File: config.mk
export PLATFORM = sky130hd
export DESIGN_NAME = bcd_display_mux_flat
export DESIGN_NICKNAME = d
export VERILOG_FILES = /design/src/rtl/bcd_display_mux_if.sv /design/src/rtl/bcd_display_mux.sv /design/src/flat_wrapper.sv
export SDC_FILE = /design/constraint.sdc
export NUM_CORES = 1
export LEC_CHECK = 0
export ABC_AREA = 1
export ABC_CLOCK_PERIOD_IN_PS = 1800
export BUFFER_PORTS_ARGS = -buffer_cell sky130_fd_sc_hd__buf_2
export CORE_AREA = 4 4 77 79
export CTS_BUF_LIST = sky130_fd_sc_hd__clkbuf_16
export CTS_CLUSTER_DIAMETER = 80
export DETAILED_ROUTE_END_ITERATION = 8
export DIE_AREA = 0 0 81 83
export PLACE_DENSITY = 0.61
export RECOVER_POWER = 50
export SYNTH_ARGS = -nofsm -noshare
export SYNTH_HDL_FRONTEND = slang
export SYNTH_SLANG_ARGS = --single-unit
File: constraint.sdc
create_clock -name clk -period 1.8 [get_ports clk]
set_input_delay 0.09 -clock clk [delete_from_list [all_inputs] [get_ports clk]]
set_output_delay 0.09 -clock clk [all_outputs]
set_load 0.02 [all_outputs]
File: src/rtl/bcd_display_mux_if.sv
// Display-side bus of bcd_display_mux: digit capture inputs and multiplexed segment outputs.
// The master drives digits and load; the slave (the display mux) drives seg/an/err.
interface bcd_display_mux_if;
  logic       load;
  logic [3:0] ms_digit;
  logic [3:0] ls_digit;
  logic       blank_lz;
  logic [6:0] seg;
  logic [1:0] an;
  logic       err;

  modport master (
    output load, ms_digit, ls_digit, blank_lz,
    input  seg, an, err
  );

  modport slave (
    input  load, ms_digit, ls_digit, blank_lz,
    output seg, an, err
  );
endinterface

File: src/rtl/bcd_display_mux.sv
// Two-digit multiplexed 7-segment driver for a BCD sum: captures digits on load, alternates
// units/tens every REFRESH_DIV cycles with one dead cycle per switch, registered outputs.
module bcd_display_mux #(
  parameter int unsigned REFRESH_DIV    = 50000,
  parameter bit          SEG_ACTIVE_LOW = 1'b1
) (
  input logic               clk,
  input logic               reset_n,
  bcd_display_mux_if.slave  bus
);

  localparam int unsigned CW       = (REFRESH_DIV > 2) ? $clog2(REFRESH_DIV) : 1;
  localparam logic [CW-1:0] CntMax = CW'(REFRESH_DIV - 1);
  localparam logic [6:0] SegOff    = SEG_ACTIVE_LOW ? 7'h7F : 7'h00;
  localparam logic [1:0] AnOff     = SEG_ACTIVE_LOW ? 2'b11 : 2'b00;

  logic [3:0]    ms_q, ls_q;
  logic          err_q;
  logic [CW-1:0] count_q, count_d;
  logic          sel_q, sel_d;
  logic [6:0]    seg_q, seg_d, seg_raw;
  logic [1:0]    an_q, an_d, an_raw;

  // Active-high segment code {g,f,e,d,c,b,a}; anything above 9 renders as a dash.
  function automatic logic [6:0] decode(input logic [3:0] d);
    logic [6:0] s;
    case (d)
      4'd0:    s = 7'h3F;
      4'd1:    s = 7'h06;
      4'd2:    s = 7'h5B;
      4'd3:    s = 7'h4F;
      4'd4:    s = 7'h66;
      4'd5:    s = 7'h6D;
      4'd6:    s = 7'h7D;
      4'd7:    s = 7'h07;
      4'd8:    s = 7'h7F;
      4'd9:    s = 7'h6F;
      default: s = 7'h40;
    endcase
    return s;
  endfunction

  always_comb begin
    count_d = count_q + CW'(1);
    sel_d   = sel_q;
    if (count_q == CntMax) begin
      count_d = '0;
      sel_d   = ~sel_q;
    end
  end

  // count_q == 0 is the dead slot: everything dark so the previous digit cannot ghost.
  always_comb begin
    seg_raw = 7'h00;
    an_raw  = 2'b00;
    if (count_q != '0) begin
      if (sel_q) begin
        an_raw  = 2'b10;
        seg_raw = (bus.blank_lz && (ms_q == 4'd0)) ? 7'h00 : decode(ms_q);
      end else begin
        an_raw  = 2'b01;
        seg_raw = decode(ls_q);
      end
    end
    seg_d = seg_raw ^ {7{SEG_ACTIVE_LOW}};
    an_d  = an_raw ^ {2{SEG_ACTIVE_LOW}};
  end

  always_ff @(posedge clk or negedge reset_n) begin
    if (!reset_n) begin
      count_q <= '0;
      sel_q   <= 1'b0;
      seg_q   <= SegOff;
      an_q    <= AnOff;
    end else begin
      count_q <= count_d;
      sel_q   <= sel_d;
      seg_q   <= seg_d;
      an_q    <= an_d;
    end
  end

  always_ff @(posedge clk or negedge reset_n) begin
    if (!reset_n) begin
      ms_q  <= 4'd0;
      ls_q  <= 4'd0;
      err_q <= 1'b0;
    end else if (bus.load) begin
      ms_q  <= bus.ms_digit;
      ls_q  <= bus.ls_digit;
      err_q <= (bus.ms_digit > 4'd9) || (bus.ls_digit > 4'd9);
    end
  end

  assign bus.seg = seg_q;
  assign bus.an  = an_q;
  assign bus.err = err_q;

endmodule

File: src/flat_wrapper.sv
// flat-port wrapper written by rule: the top's interface ports become plain ports
module bcd_display_mux_flat 
#(
  parameter int unsigned REFRESH_DIV    = 50000,
  parameter bit          SEG_ACTIVE_LOW = 1'b1
)
  (clk, reset_n, bus_load, bus_ms_digit, bus_ls_digit, bus_blank_lz, bus_seg, bus_an, bus_err);
  bcd_display_mux_if bus_i ();
  input logic clk;
  input logic reset_n;
  input wire logic [$bits(bus_i.load)-1:0] bus_load;
  input wire logic [$bits(bus_i.ms_digit)-1:0] bus_ms_digit;
  input wire logic [$bits(bus_i.ls_digit)-1:0] bus_ls_digit;
  input wire logic [$bits(bus_i.blank_lz)-1:0] bus_blank_lz;
  output wire logic [$bits(bus_i.seg)-1:0] bus_seg;
  output wire logic [$bits(bus_i.an)-1:0] bus_an;
  output wire logic [$bits(bus_i.err)-1:0] bus_err;
  assign bus_i.load = bus_load;
  assign bus_i.ms_digit = bus_ms_digit;
  assign bus_i.ls_digit = bus_ls_digit;
  assign bus_i.blank_lz = bus_blank_lz;
  assign bus_seg = bus_i.seg;
  assign bus_an = bus_i.an;
  assign bus_err = bus_i.err;
  bcd_display_mux #(.REFRESH_DIV(REFRESH_DIV), .SEG_ACTIVE_LOW(SEG_ACTIVE_LOW)) u_core (.clk(clk), .reset_n(reset_n), .bus(bus_i));
endmodule
==> flow_summary.rst <==
.. list-table::
   :header-rows: 1

   * - Metric
     - Value
   * - Detailed Route Iter0 Violations
     - between 50 and 60
   * - Count of state elements after synthesis
     - 35
   * - F_max
     - 646.7 MHz
   * - Antenna violation net count after detailed routing
     - 0
   * - Number of buffers added to fix hold violations after cts
     - 1
   * - Post-CTS clock slew at the launch and capture registers of the worst setup and hold paths
     - about 0.06 ns
   * - Vias/cell
     - ~4.6
   * - Die width
     - approximately 81 um
   * - Peak VDD IR
     - slightly above 500 uV
   * - Number of enable-type register cells in the synthesized netlist
     - 0
   * - Area taken by multi-input logic gates
     - 952.2 um2
   * - Area taken by flip-flops and latches
     - 887.1 um2
   * - Seq/Total Area, Yosys
     - roughly 45%
   * - Largest cells by area after synthesis
     - sky130_fd_sc_hd__dfrtp_1 (33%), sky130_fd_sc_hd__dfstp_2 (12%), sky130_fd_sc_hd__nand2_1 (12%), sky130_fd_sc_hd__nor2_1 (7.7%), sky130_fd_sc_hd__ha_1 (7.5%)
   * - Nets in the synthesized netlist
     - around 280
   * - Most instantiated flip-flop cell in the synthesis netlist
     - sky130_fd_sc_hd__dfrtp_1
   * - Core Area
     - 0.005338 mm2
   * - Post-Syn Area
     - a little under 0.002 mm2
   * - Hold Crit Class
     - input port to flop
   * - Residual DRC count
     - 0
   * - Routed wirelength normalized by instance count
     - 11.60 um
   * - Commonest non-fill, non-tap cell in the layout
     - sky130_fd_sc_hd__nand2_1
   * - Detailed placement HPWL
     - between 3000 and 4000 um
   * - Reg2reg path depth
     - 8
   * - Fraction of layout instances using a drive strength above 1
     - 11.62%
   * - Most frequent cells in the layout
     - sky130_fd_sc_hd__nand2_1 (62), sky130_fd_sc_hd__nor2_1 (42), sky130_fd_sc_hd__inv_1 (35)
   * - Adder and majority gate portion of the synthesized area
     - under 10%
   * - Post-synthesis share of cell area spent on and, or, nand and nor gates
     - 29.69%
   * - Worst-path maximum fanout
     - 7
   * - Hold Path Cell Cnt
     - 3
   * - Tightest slew margin relative to the limit
     - a little over two fifths
   * - Number of buffer and inverter instances along the worst setup path
     - 2
   * - Max-cap check violation count
     - 0
   * - Global routing usage summed across all routing layers
     - between 10% and 20%
   * - Number of distinct library cells after synthesis
     - 25
   * - Vias after detailed routing
     - about 1700
   * - Critical path launch point type
     - flop
   * - # resized after CTS
     - 0
   * - Number of filler instances in the final layout
     - a little under 600
   * - Full die area
     - around 0.0067 mm2
   * - Combinational family with the most area after synthesis
     - simple AND/OR/NAND/NOR gates
   * - Top Family by Delay on Critical Path
     - simple AND/OR/NAND/NOR gates
   * - Post-Syn Area per Cell
     - ~7.7 um2
   * - Share of flip-flops with an asynchronous set or reset
     - 100.0%
   * - Endpoints failing hold
     - 0
   * - Layout overhead on the synthesized area
     - 16.98%
   * - Wire length of the first global-routing pass
     - ~7000 um
   * - Number of optimization iterations in the first detailed-route pass
     - 4
   * - Antenna cell count
     - 0
   * - Part of the cycle the worst path needs
     - 85.90%
   * - Synthesized instance count
     - around 260
   * - Row Count
     - 27
   * - Buffers on Ports
     - 21
   * - Core utilization of the finished layout
     - between 40% and 50%
   * - Synthesis warning total
     - 0
   * - Layout Nets
     - around 310
   * - Total negative slack
     - 0 ns
   * - Power density over the cells
     - between 800 and 900 mW/mm2
   * - Fraction of synthesized area in multiplexers
     - 0%
   * - CTS H-tree depth
     - 2
   * - Final critical delay including setup and external delays
     - 1.546 ns
   * - Sum of overflow across all layers after global routing
     - 0
   * - Share of the synthesized netlist area taken by xor and xnor gates
     - 3.962%
   * - Measured slew at the worst slew-check pin
     - between 0.8 and 0.9 ns
   * - Hold EP
     - u_core.ms_q[0]$_DFFE_PN0P_
   * - Clock buffer count from CTS
     - 5
   * - Total Wirelength
     - around 4100 um
   * - Launch point of the worst reg-to-reg path
     - u_core.ms_q[1]$_DFFE_PN0P_
   * - Final setup viols
     - 0
   * - Maximum number of pins on one net before global-route repair
     - 36
   * - Cell at the root of the clock tree
     - sky130_fd_sc_hd__clkbuf_16
   * - Critical path class
     - flop to flop
   * - CP cell instances
     - inv_1 -> ha_1 -> inv_1 -> nor2_1 -> nand3_1 -> o21ai_0 -> nand2_1 -> nand3_1
   * - Number of buffers inserted to repair setup after CTS
     - 0
   * - Bufs on Longest Clock Path
     - 2
   * - Top cell type's share of synthesized area
     - between 30% and 40%
   * - Antenna violations before repair
     - 0
   * - Clock tree from TritonCTS
     - done
   * - Arrival @ worst endpoint
     - about 1.8 ns
   * - Worst Skew
     - 0.006341 ns
   * - RSZ-0062 raised after global routing
     - no
   * - Initial Utilization
     - a little under two fifths
   * - Launch point of the worst hold path
     - bus_ms_digit[0]
   * - P_leak
     - between 1 and 1.5 nW
   * - Gpl congestion
     - just over 0.9
   * - Ports
     - 22
   * - Die height
     - slightly above 80 um
   * - R2R Path End
     - u_core.bus.seg[6]$_DFF_PN1_
   * - Longest individual stage delay on the worst path
     - between 0.4 and 0.5 ns
   * - CTS sink cnt
     - 35
   * - Count of final max-slew check failures
     - 0
   * - Post-synthesis cell type with the largest combined area
     - sky130_fd_sc_hd__dfrtp_1
   * - Result of the run
     - completed
   * - Required time at the endpoint of the critical path
     - approximately 2.0 ns
   * - Via count of the first global-routing pass
     - 1658
   * - Slowest stage cell, crit path
     - sky130_fd_sc_hd__dfrtp_1
   * - Post-synthesis compound-gate area fraction
     - 6.792%
   * - Setup slack of the worst register-to-register path
     - 0.25 ns
   * - Nature of the critical path endpoint
     - flop
   * - Worst-skew pair later-pin latency
     - 0.28 ns
==> metal layers <==
metal,up-vias,track usage (%),part of all wire (%)
met2,31,23.45,51
met3,12,4.230,4.4
met1,756,15.88,43
li1,856,-,-
met5,-,0,0
met4,0,4.608,1.9
==> sequential cells by signal (all words and copies together) (netlist names) <==
name,flops
u_core.bus.err,1
u_core.ms_q,4
u_core.ls_q,4
u_core.count_q,16
u_core.bus.an,2
u_core.bus.seg,7
u_core.sel_q,1
==> through the flow <==
stage          hold WS (ns)  total power, mW  worst slack, ns  area [um2]  cells
4_1_cts             0.01377            2.108           0.2686        2342    356
6_report            0.01385            2.069           0.2537        2327    356
2_1_floorplan       -0.2056            1.043           0.5301        1989    258
3_5_place_dp         0.2141            1.132           0.2797        2168    347
5_1_grt             0.04720            2.178           0.1039        2327    356
3_3_place_gp         0.2083            1.126           0.3499        2168    347
==> worst reg2reg max path, cell delays in order (launching register included) <==
cell,delay [ns]
sky130_fd_sc_hd__dfrtp_1,0.41
sky130_fd_sc_hd__inv_1,0.15
sky130_fd_sc_hd__ha_1,0.17
sky130_fd_sc_hd__inv_1,0.04
sky130_fd_sc_hd__nor2_1,0.15
sky130_fd_sc_hd__nand3_1,0.22
sky130_fd_sc_hd__o21ai_0,0.18
sky130_fd_sc_hd__nand2_1,0.08
sky130_fd_sc_hd__nand3_1,0.07
==> synth_stat cells (2+ instances only) <==
cell and n:
sky130_fd_sc_hd__nand3_1 24, sky130_fd_sc_hd__ha_1 12, sky130_fd_sc_hd__nor3_1 2, sky130_fd_sc_hd__inv_1 35, sky130_fd_sc_hd__o21ai_0 19, sky130_fd_sc_hd__nand2_2 2
sky130_fd_sc_hd__xor2_1 7, sky130_fd_sc_hd__dfrtp_1 26, sky130_fd_sc_hd__o21ai_1 2, sky130_fd_sc_hd__dfstp_2 9, sky130_fd_sc_hd__xnor2_1 2, sky130_fd_sc_hd__nor2_1 41
sky130_fd_sc_hd__nor2_4 2, sky130_fd_sc_hd__nand2_1 62, sky130_fd_sc_hd__clkbuf_1 3
==> worst max path at each step <==
stage,from,endpoint,cells past startpoint
after floorplan,u_core.ms_q[1]$_DFFE_PN0P_,u_core.bus.seg[6]$_DFF_PN1_,8
after global placement,u_core.ms_q[1]$_DFFE_PN0P_,u_core.bus.seg[6]$_DFF_PN1_,8
after detailed placement,u_core.ms_q[1]$_DFFE_PN0P_,u_core.bus.seg[6]$_DFF_PN1_,8
after CTS,u_core.ms_q[1]$_DFFE_PN0P_,u_core.bus.seg[6]$_DFF_PN1_,8
after global routing,u_core.ms_q[1]$_DFFE_PN0P_,u_core.bus.seg[6]$_DFF_PN1_,8
final,u_core.ms_q[1]$_DFFE_PN0P_,u_core.bus.seg[6]$_DFF_PN1_,8
==> where the power goes <==
group          switching, mW  total [mW]  internal [mW]
clock network          0.316       0.961          0.645
registers             0.0288       0.876          0.847
logic                  0.155       0.232         0.0774
==> kinds of logic after synthesis <==
kind of cell,after synthesis
AO/OA/AOI/OAI,25
XOR/XNOR,9
adder cells (fa/ha/maj),12
buffers and inverters,39
flip-flops,35
AND/OR/NAND/NOR,138
==> cell type report <==
type / count / share of cell area, %
multi-input combinational: 184 / 40.91
sequential: 35 / 38.12
inverter: 35 / 5.645
clock buffer: 5 / 5.376
timing repair buffer: 22 / 4.409
tap: 72 / 3.871
clock inverter: 3 / 1.667
Power figures use the tool's default switching activity.
